[src/rtl/mips_pkg.sv]
// ---------------------------------------------------------------------------
// mips_pkg
// Shared definitions for the multicycle MIPS controller: FSM state codes,
// opcode constants, datapath select encodings and the control-vector struct
// produced by the output decoder.
// ---------------------------------------------------------------------------
package mips_pkg;

   // State codes are visible on the debug port, so their values are fixed.
   typedef enum logic [3:0] {
      S_FETCH     = 4'd0,
      S_DECODE    = 4'd1,
      S_MEM_ADDR  = 4'd2,
      S_MEM_READ  = 4'd3,
      S_MEM_WB    = 4'd4,
      S_MEM_WRITE = 4'd5,
      S_EXECUTE   = 4'd6,
      S_ALU_WB    = 4'd7,
      S_BRANCH    = 4'd8,
      S_JUMP      = 4'd9
   } state_t;

   // Instruction opcodes (instr[31:26])
   localparam logic [5:0] OP_RTYPE = 6'b000000;
   localparam logic [5:0] OP_LW    = 6'b100011;
   localparam logic [5:0] OP_SW    = 6'b101011;
   localparam logic [5:0] OP_BEQ   = 6'b000100;
   localparam logic [5:0] OP_J     = 6'b000010;

   // ALUOp encodings
   localparam logic [1:0] ALUOP_ADD   = 2'b00;
   localparam logic [1:0] ALUOP_SUB   = 2'b01;
   localparam logic [1:0] ALUOP_FUNCT = 2'b10;

   // ALUSrcB encodings
   localparam logic [1:0] SRCB_REGB    = 2'b00;
   localparam logic [1:0] SRCB_FOUR    = 2'b01;
   localparam logic [1:0] SRCB_IMM     = 2'b10;
   localparam logic [1:0] SRCB_IMM_SH2 = 2'b11;

   // PCSource encodings
   localparam logic [1:0] PCSRC_ALU    = 2'b00;
   localparam logic [1:0] PCSRC_ALUOUT = 2'b01;
   localparam logic [1:0] PCSRC_JUMP   = 2'b10;

   // Datapath control vector for one cycle
   typedef struct packed {
      logic       pc_write;
      logic       pc_write_cond;
      logic       i_or_d;
      logic       mem_read;
      logic       mem_write;
      logic       mem_to_reg;
      logic       ir_write;
      logic       alu_src_a;
      logic       reg_write;
      logic       reg_dst;
      logic [1:0] alu_src_b;
      logic [1:0] alu_op;
      logic [1:0] pc_source;
      logic       retired;
   } ctrl_t;

   // True for the five opcodes the controller can sequence
   function automatic logic is_legal_op(input logic [5:0] op);
      logic legal;
      case (op)
         OP_RTYPE, OP_LW, OP_SW, OP_BEQ, OP_J: legal = 1'b1;
         default:                              legal = 1'b0;
      endcase
      return legal;
   endfunction

endpackage

[src/rtl/multicycle_control_outputs.sv]
// ---------------------------------------------------------------------------
// multicycle_control_outputs
// Combinational Moore decoder: current state (+ mem_ready for the wait-state
// controls) to the datapath control vector.
// Ports:
//   state_i      current state register value (4 bits, may hold 10-15)
//   mem_ready_i  memory completed its access this cycle
//   ctrl_o       control vector for this cycle
// ---------------------------------------------------------------------------
module multicycle_control_outputs
   import mips_pkg::*;
(
   input  logic [3:0] state_i,
   input  logic       mem_ready_i,
   output ctrl_t      ctrl_o
);

   // Per-state control decode; anything not set stays 0
   always_comb begin
      ctrl_o = '0;
      case (state_i)
         S_FETCH: begin
            ctrl_o.mem_read  = 1'b1;
            ctrl_o.alu_src_b = SRCB_FOUR;
            ctrl_o.alu_op    = ALUOP_ADD;
            ctrl_o.pc_source = PCSRC_ALU;
            // IR and PC update only on the cycle the fetch completes
            ctrl_o.ir_write  = mem_ready_i;
            ctrl_o.pc_write  = mem_ready_i;
         end
         S_DECODE: begin
            // Speculative branch target PC+4 + (imm<<2) into ALUOut
            ctrl_o.alu_src_b = SRCB_IMM_SH2;
            ctrl_o.alu_op    = ALUOP_ADD;
         end
         S_MEM_ADDR: begin
            ctrl_o.alu_src_a = 1'b1;
            ctrl_o.alu_src_b = SRCB_IMM;
            ctrl_o.alu_op    = ALUOP_ADD;
         end
         S_MEM_READ: begin
            ctrl_o.mem_read = 1'b1;
            ctrl_o.i_or_d   = 1'b1;
         end
         S_MEM_WB: begin
            ctrl_o.mem_to_reg = 1'b1;
            ctrl_o.reg_write  = 1'b1;
            ctrl_o.retired    = 1'b1;
         end
         S_MEM_WRITE: begin
            ctrl_o.mem_write = 1'b1;
            ctrl_o.i_or_d    = 1'b1;
            ctrl_o.retired   = mem_ready_i;
         end
         S_EXECUTE: begin
            ctrl_o.alu_src_a = 1'b1;
            ctrl_o.alu_src_b = SRCB_REGB;
            ctrl_o.alu_op    = ALUOP_FUNCT;
         end
         S_ALU_WB: begin
            ctrl_o.reg_dst   = 1'b1;
            ctrl_o.reg_write = 1'b1;
            ctrl_o.retired   = 1'b1;
         end
         S_BRANCH: begin
            ctrl_o.alu_src_a     = 1'b1;
            ctrl_o.alu_src_b     = SRCB_REGB;
            ctrl_o.alu_op        = ALUOP_SUB;
            ctrl_o.pc_write_cond = 1'b1;
            ctrl_o.pc_source     = PCSRC_ALUOUT;
            ctrl_o.retired       = 1'b1;
         end
         S_JUMP: begin
            ctrl_o.pc_write  = 1'b1;
            ctrl_o.pc_source = PCSRC_JUMP;
            ctrl_o.retired   = 1'b1;
         end
         default: begin
            // Unreachable codes 10-15: everything deasserted
            ctrl_o = '0;
         end
      endcase
   end

endmodule

[src/rtl/multicycle_control.sv]
// ---------------------------------------------------------------------------
// multicycle_control
// Multicycle MIPS sequencing controller (Moore FSM). Steps R-type, lw, sw,
// beq and j through fetch/decode/execute/memory/write-back, stretching
// FETCH, MEM_READ and MEM_WRITE until mem_ready.
// Ports:
//   clk, reset         clock and synchronous active-high reset
//   opCode             instruction[31:26] from the instruction register
//   mem_ready          memory access completes this cycle
//   PCWrite..RegDst    1-bit datapath controls
//   ALUSrcB, ALUOp, PCSource   2-bit datapath selects
//   illegal_op         pulse: unknown opcode seen in DECODE
//   retired            pulse: final cycle of an instruction
//   state              current state code (debug)
// ---------------------------------------------------------------------------
module multicycle_control
   import mips_pkg::*;
(
   input  logic       clk,
   input  logic       reset,
   input  logic [5:0] opCode,
   input  logic       mem_ready,
   output logic       PCWrite,
   output logic       PCWriteCond,
   output logic       IorD,
   output logic       MemRead,
   output logic       MemWrite,
   output logic       MemtoReg,
   output logic       IRWrite,
   output logic       ALUSrcA,
   output logic       RegWrite,
   output logic       RegDst,
   output logic [1:0] ALUSrcB,
   output logic [1:0] ALUOp,
   output logic [1:0] PCSource,
   output logic       illegal_op,
   output logic       retired,
   output logic [3:0] state
);

   logic [3:0] state_q;
   logic [3:0] state_d;
   ctrl_t      ctrl;
   logic       illegal_d;

   // State register
   always_ff @(posedge clk) begin
      if (reset) begin
         state_q <= S_FETCH;
      end else begin
         state_q <= state_d;
      end
   end

   // Next-state logic
   always_comb begin
      state_d   = S_FETCH;
      illegal_d = 1'b0;
      case (state_q)
         S_FETCH:     state_d = mem_ready ? S_DECODE : S_FETCH;
         S_DECODE: begin
            case (opCode)
               OP_LW, OP_SW: state_d = S_MEM_ADDR;
               OP_RTYPE:     state_d = S_EXECUTE;
               OP_BEQ:       state_d = S_BRANCH;
               OP_J:         state_d = S_JUMP;
               default:      state_d = S_FETCH;
            endcase
            illegal_d = ~is_legal_op(opCode);
         end
         S_MEM_ADDR: begin
            if (opCode == OP_LW) begin
               state_d = S_MEM_READ;
            end else if (opCode == OP_SW) begin
               state_d = S_MEM_WRITE;
            end else begin
               // opCode changed under us; recover cleanly
               state_d = S_FETCH;
            end
         end
         S_MEM_READ:  state_d = mem_ready ? S_MEM_WB : S_MEM_READ;
         S_MEM_WB:    state_d = S_FETCH;
         S_MEM_WRITE: state_d = mem_ready ? S_FETCH : S_MEM_WRITE;
         S_EXECUTE:   state_d = S_ALU_WB;
         S_ALU_WB:    state_d = S_FETCH;
         S_BRANCH:    state_d = S_FETCH;
         S_JUMP:      state_d = S_FETCH;
         default:     state_d = S_FETCH;
      endcase
   end

   multicycle_control_outputs u_outputs (
      .state_i     (state_q),
      .mem_ready_i (mem_ready),
      .ctrl_o      (ctrl)
   );

   // Output drive; reset forces everything low in the same cycle, so an
   // aborted instruction cannot issue a write while reset is high
   always_comb begin
      if (reset) begin
         PCWrite     = 1'b0;
         PCWriteCond = 1'b0;
         IorD        = 1'b0;
         MemRead     = 1'b0;
         MemWrite    = 1'b0;
         MemtoReg    = 1'b0;
         IRWrite     = 1'b0;
         ALUSrcA     = 1'b0;
         RegWrite    = 1'b0;
         RegDst      = 1'b0;
         ALUSrcB     = 2'b00;
         ALUOp       = 2'b00;
         PCSource    = 2'b00;
         illegal_op  = 1'b0;
         retired     = 1'b0;
         state       = 4'd0;
      end else begin
         PCWrite     = ctrl.pc_write;
         PCWriteCond = ctrl.pc_write_cond;
         IorD        = ctrl.i_or_d;
         MemRead     = ctrl.mem_read;
         MemWrite    = ctrl.mem_write;
         MemtoReg    = ctrl.mem_to_reg;
         IRWrite     = ctrl.ir_write;
         ALUSrcA     = ctrl.alu_src_a;
         RegWrite    = ctrl.reg_write;
         RegDst      = ctrl.reg_dst;
         ALUSrcB     = ctrl.alu_src_b;
         ALUOp       = ctrl.alu_op;
         PCSource    = ctrl.pc_source;
         illegal_op  = illegal_d;
         retired     = ctrl.retired;
         state       = state_q;
      end
   end

endmodule
[config.mk]
export PLATFORM = sky130hd
export DESIGN_NAME = multicycle_control
export DESIGN_NICKNAME = d
export VERILOG_FILES = /design/src/rtl/mips_pkg.sv /design/src/rtl/multicycle_control_outputs.sv /design/src/rtl/multicycle_control.sv
export SDC_FILE = /design/constraint.sdc
export NUM_CORES = 1
export LEC_CHECK = 0
export CAP_MARGIN = 20
export CORE_MARGIN = 3
export CORE_UTILIZATION = 45
export CTS_CLUSTER_DIAMETER = 30
export DETAILED_ROUTE_END_ITERATION = 7
export DONT_BUFFER_PORTS = 1
export PLACE_DENSITY = 0.7
export SYNTH_ARGS = -nofsm -noshare
export SYNTH_HDL_FRONTEND = slang
export SYNTH_HIERARCHICAL = 1
export SYNTH_SLANG_ARGS = --single-unit
[constraint.sdc]
create_clock -name clk -period 1.5 [get_ports clk]
set_input_delay 0.075 -clock clk [delete_from_list [all_inputs] [get_ports clk]]
set_output_delay 0.075 -clock clk [all_outputs]
set_load 0.02 [all_outputs]
==> summary.txt <==
====================================================================================================
Share of the cycle needed by the critical path after routing ..........................         116%
Total power divided by cell area ......................................................   368 nW/µm²
Post-synthesis to final-layout area growth ............................................        64.0%
Worst hold slack ......................................................................    0.0374 ns
Transition time at the pin with the least slew margin .................................     0.484 ns
DP Worst Slack ........................................................................    0.0213 ns
Register area share after synthesis ...................................................        11.3%
Slack of the worst reg-to-reg path ....................................................     -0.06 ns
Minimum setup slack in the final design ...............................................    -0.241 ns
Cell total after placement ............................................................          136
Unrepaired setup endpoints after global routing .......................................          yes
Post-DRT Antenna Nets .................................................................            0
Number of distinct standard cells referenced by the synthesized netlist ...............           40
Die Y-Extent ..........................................................................      45.7 µm
Cell types occupying the most area after synthesis .................................... sky130_fd_sc_hd__nor2b_1 19%, sky130_fd_sc_hd__dfxtp_1 11%, sky130_fd_sc_hd__nor3b_1 6.4%
Worst setup path class ................................................................   reg -> out
Combined global-route utilization of all metal layers .................................        21.3%
Crit path launch type .................................................................         flop
Endpoint required time on the critical path ...........................................      1.42 ns
Row count .............................................................................           13
Maximum vdd drop ......................................................................   0.000358 V
Detailed-placement wirelength estimate ................................................      1460 µm
Horizontal die dimension ..............................................................      45.7 µm
Final count of hold timing violations .................................................            0
Flip-flop count of the largest register, all copies and words added ...................            4
Final number of max-transition violations .............................................            0
Cells after synthesis .................................................................           99
Leakage power .........................................................................     0.467 nW
Maximum fanout encountered on the critical timing path ................................            6
Boundary Pins .........................................................................           31
Cell area after synthesis .............................................................      708 µm²
Number of buffers on the longest clock path ...........................................            2
TritonCTS clock tree ..................................................................          yes
CORE AREA .............................................................................     1380 µm²
Overall via count from detail_route ...................................................          924
CTS buffer count ......................................................................            3
Yosys top cell by area ................................................................ sky130_fd_sc_hd__nor2b_1
Register with the most flip-flops .....................................................      state_q
Mapped Nets ...........................................................................          108
Violations in the final reports ....................................................... setup timing
Initial detailed-routing violation count ..............................................           23
Final instance count without filler cells .............................................          148
Initial standard-cell utilization of the core .........................................        51.2%
Clock Sink Count ......................................................................            4
Outcome ............................................................................... finished, violations left
Crit path capture type ................................................................  output port
Port bufs .............................................................................            0
Final weighted congestion of routability-driven global placement ......................        0.829
Initial antenna violation count .......................................................            0
Leftover overflow at the end of global routing ........................................            0
Number of nets in the layout ..........................................................          144
Clock-pin slew reported for the worst setup and hold paths after clock tree synthesis .      0.04 ns
Die area ..............................................................................     2090 µm²
Share of the synthesized area in the top cell type ....................................        19.4%
Cell at the root of the clock tree .................................................... sky130_fd_sc_hd__clkbuf_4
Antenna diode count ...................................................................            0
Final critical-path required period ...................................................      1.74 ns
Post-synthesis sequential element count ...............................................            4
Largest net degree at the start of global routing .....................................           24
Warnings from Yosys ...................................................................            6
Clk_lat worst skew ....................................................................      0.26 ns
Reported max-cap violation count ......................................................            0
Number of global-route vias before repair .............................................          760
Avg Cell Area, Syn ....................................................................     7.15 µm²
Regs by FF count ......................................................................   state_q x4
Post-route DRC ........................................................................            0
Total iterations of the first detailed-routing run ....................................            4
H-tree level count ....................................................................            1
Relative slew margins .................................................................        67.7%
Vias per Instance .....................................................................         6.24
Layout cells sized above 1 ............................................................        54.9%
Final setup violation count ...........................................................           12
Max Freq ..............................................................................      574 MHz
Setup clock skew after layout .........................................................   0.00232 ns
Avg WL per Cell .......................................................................      18.9 µm
Overall power of the completed layout .................................................     0.427 mW
Final Routed Wirelength ...............................................................      2790 µm
Class of the tightest hold or removal check ...........................................    in -> reg
Global-route wire length before repair ................................................      3250 µm
WP data arrival .......................................................................      1.67 ns
====================================================================================================
## power breakdown
group	internal, mW	total, mW	leakage [nW]	switching, mW
Clock	0.0909	0.157	0.0138	0.0656
Sequential	0.105	0.112	0.0355	0.00791
Combinational	0.0801	0.158	0.417	0.0779
Total	0.276	0.427	0.467	0.151
## critical path, stage by stage, from the launching register on
cell,delay [ns]
sky130_fd_sc_hd__dfxtp_4,0.36
sky130_fd_sc_hd__buf_4,0.16
sky130_fd_sc_hd__nor4_4,0.28
sky130_fd_sc_hd__and2_1,0.20
sky130_fd_sc_hd__nor2b_1,0.23
sky130_fd_sc_hd__buf_4,0.19
## layout by cell type (no fill, tap or decap), types with 3 or more instances in the layout
cell                            synthesis  final
sky130_fd_sc_hd__nor3_2                 0      4
sky130_fd_sc_hd__nor2b_1               22     17
sky130_fd_sc_hd__clkbuf_4               0      3
sky130_fd_sc_hd__nor2_1                 7      3
sky130_fd_sc_hd__nor3b_1                6      3
sky130_fd_sc_hd__dlygate4sd3_1          0      3
sky130_fd_sc_hd__buf_6                  2      7
sky130_fd_sc_hd__nor3b_2                0      3
sky130_fd_sc_hd__nand2_1                4      4
sky130_fd_sc_hd__dfxtp_4                0      4
sky130_fd_sc_hd__o21ai_0                4      4
sky130_fd_sc_hd__xnor2_1                3      3
sky130_fd_sc_hd__nor2b_2                0      3
sky130_fd_sc_hd__buf_4                  2     29
## repair_timing
item,CTS,global route
pin swaps,3,9
setup buffers,3,3
hold buffers,3,0
endpoints found under the hold margin,1,0
resized for setup,16,32
setup endpoints to repair,16,21
## Yosys cell counts
master                     count
sky130_fd_sc_hd__a211oi_1      1
sky130_fd_sc_hd__a21oi_1       3
sky130_fd_sc_hd__a21oi_2       1
sky130_fd_sc_hd__a221oi_1      1
sky130_fd_sc_hd__a311o_1       1
sky130_fd_sc_hd__a31oi_1       1
sky130_fd_sc_hd__and2_1        1
sky130_fd_sc_hd__and3b_1       1
sky130_fd_sc_hd__and4b_1       1
sky130_fd_sc_hd__buf_2         1
sky130_fd_sc_hd__buf_4         2
sky130_fd_sc_hd__buf_6         2
sky130_fd_sc_hd__clkbuf_1      2
sky130_fd_sc_hd__clkbuf_8      1
sky130_fd_sc_hd__dfxtp_1       4
sky130_fd_sc_hd__inv_1         2
sky130_fd_sc_hd__nand2_1       4
sky130_fd_sc_hd__nand2b_1      5
sky130_fd_sc_hd__nand2b_2      1
sky130_fd_sc_hd__nand3_1       1
sky130_fd_sc_hd__nand3b_1      1
sky130_fd_sc_hd__nor2_1        7
sky130_fd_sc_hd__nor2b_1      22
sky130_fd_sc_hd__nor3_1        5
sky130_fd_sc_hd__nor3b_1       6
sky130_fd_sc_hd__nor4_1        3
sky130_fd_sc_hd__nor4bb_1      1
sky130_fd_sc_hd__o21a_1        1
sky130_fd_sc_hd__o21ai_0       4
sky130_fd_sc_hd__o221a_1       1
sky130_fd_sc_hd__o31ai_1       1
sky130_fd_sc_hd__o32a_1        1
sky130_fd_sc_hd__or3_1         1
sky130_fd_sc_hd__or3_4         1
sky130_fd_sc_hd__or3b_1        1
sky130_fd_sc_hd__or3b_2        1
sky130_fd_sc_hd__or3b_4        1
sky130_fd_sc_hd__or4_1         1
sky130_fd_sc_hd__xnor2_1       3
sky130_fd_sc_hd__xor2_1        1
## metal layers
| metal | global-route usage [%] | part of all wire, % | vias to the layer above |
|---|---|---|---|
| li1 | - | - | 419 |
| met1 | 22.7 | 39 | 435 |
| met2 | 39.3 | 48 | 52 |
| met3 | 3.95 | 6.5 | 18 |
| met4 | 9.94 | 6.4 | 0 |
| met5 | 0 | 0 | - |
## stage by stage
stage / area (µm²) / setup TNS (ns) / util, %
after CTS: 1010 / -0.0975 / 73.3
after global routing: 1160 / -1.31 / 84.0
after global placement: 888 / 0 / 64.3
final: 1160 / -0.718 / 84.0
after floorplan: 708 / 0 / -
after detailed placement: 888 / 0 / 64.3
## final timing paths
| kind | startpoint | endpoint | cells after the start |
|---|---|---|---|
| min reg2reg | state_q[3] | state_q[3] | 2 |
| min | opCode[3] | state_q[1] | 2 |
| max reg2reg | state_q[1] | state_q[3] | 3 |
| max | state_q[1] | IRWrite | 5 |
## kinds of logic (layout without fill, tap and decap cells)
group	after synthesis	count (layout)	synth area share, %
AND/OR/NAND/NOR	65	65	57.8
buffers and inverters	10	44	10.1
AO/OA/AOI/OAI	16	16	15.9
flip-flops	4	4	11.3
XOR/XNOR	4	4	4.95
## final cells by class
type | instances | area (µm²)
repair buffers | 39 | 327
multi-input cells | 85 | 691
flip-flops and latches | 4 | 95.1
clock buffers | 3 | 22.5
fillers | 77 | 221
well taps | 15 | 18.8
inverters | 2 | 7.51
No activity file was read; power rests on OpenSTA's default activity.
